$ cat src/rtl/bus_grant_arbiter_if.sv
// Bus-grant interface: bundles the request/grant handshake of the shared CPU bus.
//   req      N   request lines, bit k = source k (level, held until served)
//   rel      1   current owner is finished ("release" is a reserved word)
//   grant    N   one-hot grant word, or all-zero when idle
//   busy     1   high while a source owns the bus
//   timeout  1   one-cycle pulse when the owner was forcibly revoked
// master: the arbiter side; slave: the requesting/observing side.
interface bus_grant_arbiter_if #(
   parameter int unsigned N = 32
);
   logic [N-1:0] req;
   logic         rel;
   logic [N-1:0] grant;
   logic         busy;
   logic         timeout;

   modport master (
      input  req,
      input  rel,
      output grant,
      output busy,
      output timeout
   );

   modport slave (
      output req,
      output rel,
      input  grant,
      input  busy,
      input  timeout
   );
endinterface

$ cat src/rtl/bus_grant_arbiter.sv
// Round-robin arbiter for the shared CPU bus. Produces a registered grant word
// that is either all-zero or exactly one-hot, suitable for feeding the bus
// encoder directly. Each ownership is followed by one dead HANDOFF cycle, and
// an optional timeout revokes an owner after TIMEOUT grant cycles.
//   clk   rising-edge clock
//   clr   synchronous active-high reset, overrides all other inputs
//   bus   bus_grant_arbiter_if.master (req, rel in; grant, busy, timeout out)
// Parameters: N request lines; TIMEOUT max grant cycles per owner (0 = none).
module bus_grant_arbiter #(
   parameter int unsigned N       = 32,
   parameter int unsigned TIMEOUT = 16
) (
   input  logic                clk,
   input  logic                clr,
   bus_grant_arbiter_if.master bus
);
   localparam int unsigned PW   = (N > 1) ? $clog2(N) : 1;
   localparam int unsigned CW   = (TIMEOUT > 0) ? $clog2(TIMEOUT + 1) : 1;
   localparam int unsigned TLIM = (TIMEOUT > 0) ? TIMEOUT - 1 : 0;

   typedef enum logic [1:0] {IDLE, GRANT, HANDOFF} state_t;

   state_t        state_q, state_d;
   logic [PW-1:0] ptr_q, ptr_d;
   logic [PW-1:0] owner_q, owner_d;
   logic [PW-1:0] pick;
   logic [CW-1:0] cnt_q, cnt_d;
   logic [N-1:0]  grant_q, grant_d;
   logic          busy_q, busy_d;
   logic          timeout_q, timeout_d;
   logic          found;
   logic          expire;
   logic          revoke;
   int unsigned   scan_idx;

   // Round-robin scan: first set request at or above ptr, wrapping N-1 -> 0.
   always_comb begin
      found    = 1'b0;
      pick     = '0;
      scan_idx = 0;
      for (int unsigned i = 0; i < N; i++) begin
         scan_idx = 32'(ptr_q) + i;
         if (scan_idx >= N) scan_idx = scan_idx - N;
         if (!found && bus.req[PW'(scan_idx)]) begin
            found = 1'b1;
            pick  = PW'(scan_idx);
         end
      end
   end

   assign expire = (TIMEOUT != 0) && (cnt_q == CW'(TLIM));
   assign revoke = bus.rel || !bus.req[owner_q] || expire;

   always_comb begin
      state_d   = state_q;
      ptr_d     = ptr_q;
      owner_d   = owner_q;
      cnt_d     = cnt_q;
      grant_d   = grant_q;
      busy_d    = busy_q;
      timeout_d = 1'b0;
      unique case (state_q)
         IDLE: begin
            grant_d = '0;
            busy_d  = 1'b0;
            if (found) begin
               owner_d       = pick;
               grant_d[pick] = 1'b1;
               busy_d        = 1'b1;
               cnt_d         = '0;
               state_d       = GRANT;
            end
         end
         GRANT: begin
            if (revoke) begin
               grant_d   = '0;
               busy_d    = 1'b0;
               cnt_d     = '0;
               ptr_d     = (owner_q == PW'(N - 1)) ? '0 : owner_q + 1'b1;
               // Flag a timeout only when expiry alone caused the revoke.
               timeout_d = expire && !bus.rel && bus.req[owner_q];
               state_d   = HANDOFF;
            end else if (cnt_q != '1) begin
               cnt_d = cnt_q + 1'b1;
            end
         end
         HANDOFF: begin
            grant_d = '0;
            busy_d  = 1'b0;
            state_d = IDLE;
         end
         default: begin
            grant_d = '0;
            busy_d  = 1'b0;
            state_d = IDLE;
         end
      endcase
   end

   always_ff @(posedge clk) begin
      if (clr) begin
         state_q   <= IDLE;
         ptr_q     <= '0;
         owner_q   <= '0;
         cnt_q     <= '0;
         grant_q   <= '0;
         busy_q    <= 1'b0;
         timeout_q <= 1'b0;
      end else begin
         state_q   <= state_d;
         ptr_q     <= ptr_d;
         owner_q   <= owner_d;
         cnt_q     <= cnt_d;
         grant_q   <= grant_d;
         busy_q    <= busy_d;
         timeout_q <= timeout_d;
      end
   end

   assign bus.grant   = grant_q;
   assign bus.busy    = busy_q;
   assign bus.timeout = timeout_q;
endmodule

$ cat src/flat_wrapper.sv
// flat-port wrapper written by rule: the top's interface ports become plain ports
module bus_grant_arbiter_flat 
#(
   parameter int unsigned N       = 32,
   parameter int unsigned TIMEOUT = 16
)
  (clk, clr, bus_req, bus_rel, bus_grant, bus_busy, bus_timeout);
  bus_grant_arbiter_if #(.N(N)) bus_i ();
  input  logic clk;
  input  logic clr;
  input wire logic [$bits(bus_i.req)-1:0] bus_req;
  input wire logic [$bits(bus_i.rel)-1:0] bus_rel;
  output wire logic [$bits(bus_i.grant)-1:0] bus_grant;
  output wire logic [$bits(bus_i.busy)-1:0] bus_busy;
  output wire logic [$bits(bus_i.timeout)-1:0] bus_timeout;
  assign bus_i.req = bus_req;
  assign bus_i.rel = bus_rel;
  assign bus_grant = bus_i.grant;
  assign bus_busy = bus_i.busy;
  assign bus_timeout = bus_i.timeout;
  bus_grant_arbiter #(.N(N), .TIMEOUT(TIMEOUT)) u_core (.clk(clk), .clr(clr), .bus(bus_i));
endmodule
$ cat config.mk
export PLATFORM = sky130hd
export DESIGN_NAME = bus_grant_arbiter_flat
export DESIGN_NICKNAME = d
export VERILOG_FILES = /design/src/rtl/bus_grant_arbiter_if.sv /design/src/rtl/bus_grant_arbiter.sv /design/src/flat_wrapper.sv
export SDC_FILE = /design/constraint.sdc
export NUM_CORES = 1
export LEC_CHECK = 0
export CAP_MARGIN = 20
export CORE_AREA = 3 3 131 133
export CTS_CLUSTER_DIAMETER = 30
export CTS_CLUSTER_SIZE = 25
export DETAILED_ROUTE_END_ITERATION = 7
export DIE_AREA = 0 0 134 136
export PLACE_DENSITY = 0.78
export SLEW_MARGIN = 25
export SYNTH_ARGS = -nofsm -noshare
export SYNTH_HDL_FRONTEND = slang
export SYNTH_SLANG_ARGS = --single-unit
$ cat constraint.sdc
create_clock -name clk -period 6.26 [get_ports clk]
set_clock_uncertainty 0.2 [all_clocks]
set_input_delay 1.878 -clock clk [delete_from_list [all_inputs] [get_ports clk]]
set_output_delay 1.878 -clock clk [all_outputs]
set_load 0.02 [all_outputs]
# After elaboration in Yosys (flattened, before gate mapping)
# Cells that the tools add are included.
[word_totals]
wordCells = 402
reg_bits = 51
output_inout_bits = 34
input_bits = 35
[classes]
n_reduce_logical = 76
n_mux = 178
n_addsub = 65
magnitude_cmp = 67
n_eq_ne = 7
bitwise = 2
[ops]
columns = ["op", "n"]
rows = [
  ["$mux 5", 68],
  ["$lt 5x6->1 const B", 34],
  ["$ge 6x6->1 const B", 31],
  ["$bmux 1 s5", 33],
  ["$sub 5x1->5 const B", 32],
  ["$add 5x5->6 const B", 16],
  ["$mux 1", 68],
  ["$mux 32", 2],
  ["$pmux 32 s2", 1],
  ["$add 5x4->6 const B", 8],
  ["$logic_and 1x1->1", 34],
  ["$logic_not 1->1", 33],
  ["$add 5x3->6 const B", 4],
  ["$add 5x2->6 const B", 2],
  ["$add 5x1->5 const B", 2],
  ["$pmux 5 s2", 1],
  ["$add 5x1->6 const B", 1],
  ["$ge 5x6->1 const B", 1],
  ["$reduce_and 2->1", 3],
  ["$demux 1 s5", 1],
  ["$eq 5x4->1 const B", 1],
  ["$eq 5x5->1 const B", 1],
  ["$ge 5x1->1 const B", 1],
  ["$ne 5x5->1 const B", 1],
  ["other kinds (12)", 16],
]

# Logic depth before layout (Yosys ltp)
[logic_depth]
word_depth = 104
depth_mapped = 25
mapped_depth_nobuf = 15

# Least setup slack after synthesis
# No wires, ideal clock.
[synth_path]
path_kind = "register -> register"
start = "register u_core.ptr_q[1]"
end = "register u_core.grant_q[24], in the netlist u_core.bus.grant[24]"
required_ns = 5.943
t_arrival_ns = 5.670
slack_ns = 0.273
setup_time_ns = 0.117
path_stages_with_launch = 22
synth_period_minus_slack_ns = 5.987
n_path_buf = 7
cell_sequence = "dfxtp_1 > buf_6 > buf_4 > buf_4 > buf_1 > inv_1 > ha_1 > buf_2 > buf_2 > mux4_2 > mux4_2 > mux2i_1 > nand4_4 > or4_4 > or3_1 > buf_2 > a31oi_1 > or4_2 > a21oi_2 > nor3_4 > and4bb_1 > a22o_1"
[synth_between]
elab_chain_len = 104
elab_cells_between_ends = 324
classes_between = "add/sub (63); order compare (34); mux (164); reduce/logical (63)"
[synth_lines]
columns = ["element", "line", "rtl"]
rows = [
  ["start: declaration", "bus_grant_arbiter.sv:24", "logic [PW-1:0] ptr_q, ptr_d;"],
  ["start signal: assignment", "bus_grant_arbiter.sv:111", "ptr_q <= ptr_d;"],
  ["branches (longest 102 deep; another with $add 5x1->6)", "--", ""],
  ["$mux 32 (*)", "bus_grant_arbiter.sv:66", "if (found) begin"],
  ["$pmux 32 s2 (*)", "bus_grant_arbiter.sv:62", "unique case (state_q)"],
  ["end signal: assignment", "bus_grant_arbiter.sv:114", "grant_q <= grant_d;"],
  ["end: declaration", "bus_grant_arbiter.sv:28", "logic [N-1:0] grant_q, grant_d;"],
]
# Mark *: on every way between the ends. The select of a mux whose other input is x is not followed.
# A chain may end at the register's enable or synchronous reset.

# Worst setup path after layout
[layout_path]
start = "input port bus_req[25]"
end = "register u_core.grant_q[21], in the netlist u_core.bus.grant[21]"
[layout_between]
elab_chain_len = 102
elab_cells_between_ends = 203
classes_between = "order compare (2); eq/ne (1); mux (134); reduce/logical (66)"
[layout_lines]
columns = ["element", "line", "rtl"]
rows = [
  ["start: declaration", "flat_wrapper.sv:11", "input wire logic [$bits(bus_i.req)-1:0] bus_req;"],
  ["$bmux 1 s5", "bus_grant_arbiter.sv:44", "if (!found && bus.req[PW'(scan_idx)]) begin"],
  ["$mux 1 (implied by the code)", "bus_grant_arbiter.sv:44", ""],
  ["$mux 1", "bus_grant_arbiter.sv:44", ""],
  ["$logic_not 1->1", "bus_grant_arbiter.sv:44", ""],
  ["$logic_and 1x1->1", "bus_grant_arbiter.sv:44", ""],
  ["$mux 1", "bus_grant_arbiter.sv:44", ""],
  ["$logic_not 1->1", "bus_grant_arbiter.sv:44", ""],
  ["$logic_and 1x1->1", "bus_grant_arbiter.sv:44", ""],
  ["[86 not listed]", "--", ""],
  ["$logic_and 1x1->1", "bus_grant_arbiter.sv:44", ""],
  ["$mux 5", "bus_grant_arbiter.sv:44", ""],
  ["$lt 5x6->1 (implied by the code) / $ge 5x1->1 (equally long branches)", "bus_grant_arbiter.sv:68", "grant_d[pick] = 1'b1;"],
  ["$logic_and 1x1->1 (implied by the code)", "bus_grant_arbiter.sv:68", ""],
  ["$mux 1 (implied by the code)", "bus_grant_arbiter.sv:68", ""],
  ["$demux 1 s5", "--", ""],
  ["$mux 32", "bus_grant_arbiter.sv:66", ""],
  ["$pmux 32 s2", "bus_grant_arbiter.sv:62", ""],
]
# Several ways; a longest one is shown, not always the timed one. The select of a mux whose other input is x is not followed.

==> metrics.yaml <==
run_status:
  run_status: "finished clean"
clocking:
  tritoncts: "yes"
  htreeDepth: 2
  hold_buffers: 0
  cts_buffer_depth: 2
  cts_buffers: 5
  cts_root_buf: "clkbuf_16"
  cts.sinks: 51
  clk_latency_ps: 300
  clk_pin_slew_ps: 70
routing:
  viasPerCell: 7.01
  wl_mm: 38.0
  drc: 0
  routedWlPerCell_microns: 26.1
  dr_total_vias: 10200
  firstDrtPassIters: 6
  detail-route-antenna-nets: 0
  drt_first_iter_violations: 1235
layout:
  num_antenna_cells: 0
  synthToLayoutAreaGrowth_pct: 32.6
  drive_gt1_frac: 0.359
  final_cells: 1454
  final_util: 0.729
  fin_nets: 1289
floorplan:
  die-width_microns: 134
  initial_core_util: 0.549
  core-area_sq_mm: 0.0159
  rows: 46
  die_area_sq_mm: 0.0182
  die_h_microns: 136
  io_pins: 69
grt:
  antenna_found_initial: 0
  gr-usage-all-layers: 0.412
  grt_max_degree: 62
  grt_pass1_wl_mm: 57.6
  overflow: 0
  grt_pass1_vias: 9835
power:
  netSwitchingPower_uw: 3010
  cellInternalPower_uw: 2840
  leakage_uw: 0.00467
  peakVddDrop_uv: 355
  switching_share: 0.515
  p_clk_frac: 0.048
  p_comb_frac: 0.879
  power.density_mw_per_mm2: 504
  finalPower_uw: 5850
  pwr-share-seq: 0.073
sta:
  layout_min_cycle_time_ps: 6170
  period_share: 0.986
  relSlewSlack: 0.342
  worst_pin_slew_ps: 984
  setup_violations: 0
  slew_violations: 0
  fmax_ghz: 0.162
  fin_hold_ws_ps: 258
  hold_viol: 0
logic_synthesis:
  yosys-top-cells-count: "mux4_2 (105), nand2_1 (98), mux2i_1 (90)"
  synth_top_area_cell: "mux4_2"
  syn_area_sq_mm: 0.00876
  syn_area_per_cell_sq_um: 9.11
  synth_edf_count: 0
  synth_nets: 1013
  synth_seq_cells: 51
  ys_async_sr_fraction: 0
  yosys.area.top_type_share: 0.270
  synth_area_leaders: "mux4_2 (27%), dfxtp_1 (12%), mux2i_1 (10%), nand2_1 (4.2%), o21ai_0 (3.3%)"
  yosysMostFrequentCell: "mux4_2"
  synthFlopType: "dfxtp_1"
  synth_cell_types: 84
  yosys_warnings: 0
  yosysSeqAreaShare: 0.117
  synth_cells: 961
critical_path:
  worstPathRequired_ps: 6250
  worstPathArrival_ps: 6160
  start_kind: "primary input"
  critPathMaxFanout: 12
  critPathCaptureType: "register"
  crit_type: "in2reg"
run:
  drv_cap: 0
placement:
  dp_cells: 1426
  port_buffers: 68
  hpwl_mm: 29.7
  gp_congestion: 1.06
hold_path:
  min_path_type: "reg2reg"
metal layers:
layer | vias up | wire length, microns | track usage
met2 | 740 | 16700 | 0.638
met1 | 4907 | 14300 | 0.542
li1 | 4356 | - | -
met3 | 189 | 4230 | 0.0833
met4 | 0 | 2770 | 0.232
met5 | - | 0 | 0
repair_timing:
item                       4_1_cts  5_1_grt
setup endpoints to repair       35       38
pin swaps                        5       12
buffers inserted                15        4
gates cloned                     1        0
gates resized for setup         35       23
cell usage in the layout (no fill, tap or decap), types with 17 or more instances in the layout:
master	instances
a21oi_1	45
nand3_1	24
nor2_1	54
o21ai_0	50
buf_4	264
mux2i_1	88
ha_1	17
o22ai_1	18
mux4_2	105
dfxtp_1	49
nand2_1	98
dlygate4sd2_1	24
mux2_2	21
inv_1	24
clkdlybuf4s50_1	36
a22o_1	23
logic make-up after synthesis:
kind of cell             count (synthesis)  synth area share
buffers and inverters                   94            0.0514
AO/OA/AOI/OAI                          255             0.197
AND/OR/NAND/NOR                        297             0.177
adder cells (fa/ha/maj)                 17            0.0243
flip-flops                              51             0.117
multiplexers                           218             0.404
XOR/XNOR                                29            0.0299
per-stage QoR:
stage	setup WS, ps	setup TNS (ps)	area (sq um)
CTS	24.9	0	11500
floorplan	273	0	8760
global route	-38.0	-198	11600
finish	87.6	0	11600
global placement	-560	-17700	11200
detailed placement	-514	-16570	11200
registers in the layout (all words and copies together) (netlist names):
name and cells:
u_core.ptr_q 5, u_core.state_q 2, u_core.owner_q 5, u_core.bus.grant 32, u_core.bus.busy 1, u_core.cnt_q 5
u_core.bus.timeout 1
worst max-delay path: stages:
cell and delay (ps):
dlygate4sd2_1 360, mux4_2 360, inv_1 70, mux4_2 510, o211a_1 290, buf_4 210, and2_1 180, buf_4 140
o32a_1 370, a311oi_1 490, a211oi_1 110, buf_4 160, o21ai_1 220, and2_4 300, and4bb_2 290, a22o_1 200
path summary, 6_finish.rpt:
path	depth (start not counted)	slack (ps)	end	from
max	16	90	u_core.bus.grant[21]$_SDFFE_PP0P_	bus_req[25]
min	2	260	u_core.bus.grant[13]$_SDFFE_PP0P_	u_core.bus.grant[13]$_SDFFE_PP0P_
max reg2reg	16	560	u_core.bus.grant[22]$_SDFFE_PP0P_	u_core.ptr_q[1]$_SDFFE_PP0P_
min reg2reg	2	260	u_core.bus.grant[13]$_SDFFE_PP0P_	u_core.bus.grant[13]$_SDFFE_PP0P_
power groups by stage:
stage,sequential (uW),clock [uW],combinational [uW]
2_1_floorplan,410,0,2770
3_3_place_gp,429,0,4760
3_5_place_dp,432,0,4800
4_1_cts,425,282,4910
6_report,428,280,5140
5_1_grt,431,296,5390
layout make-up:
class	instances	area (sq um)
clock inverter	3	23.8
tap	216	270
timing repair buffer	334	2680
clock buffer	5	125
sequential	51	1030
multi-input combinational	817	7380
fill	1285	4330
inverter	28	105
Power figures use the tool's default switching activity.
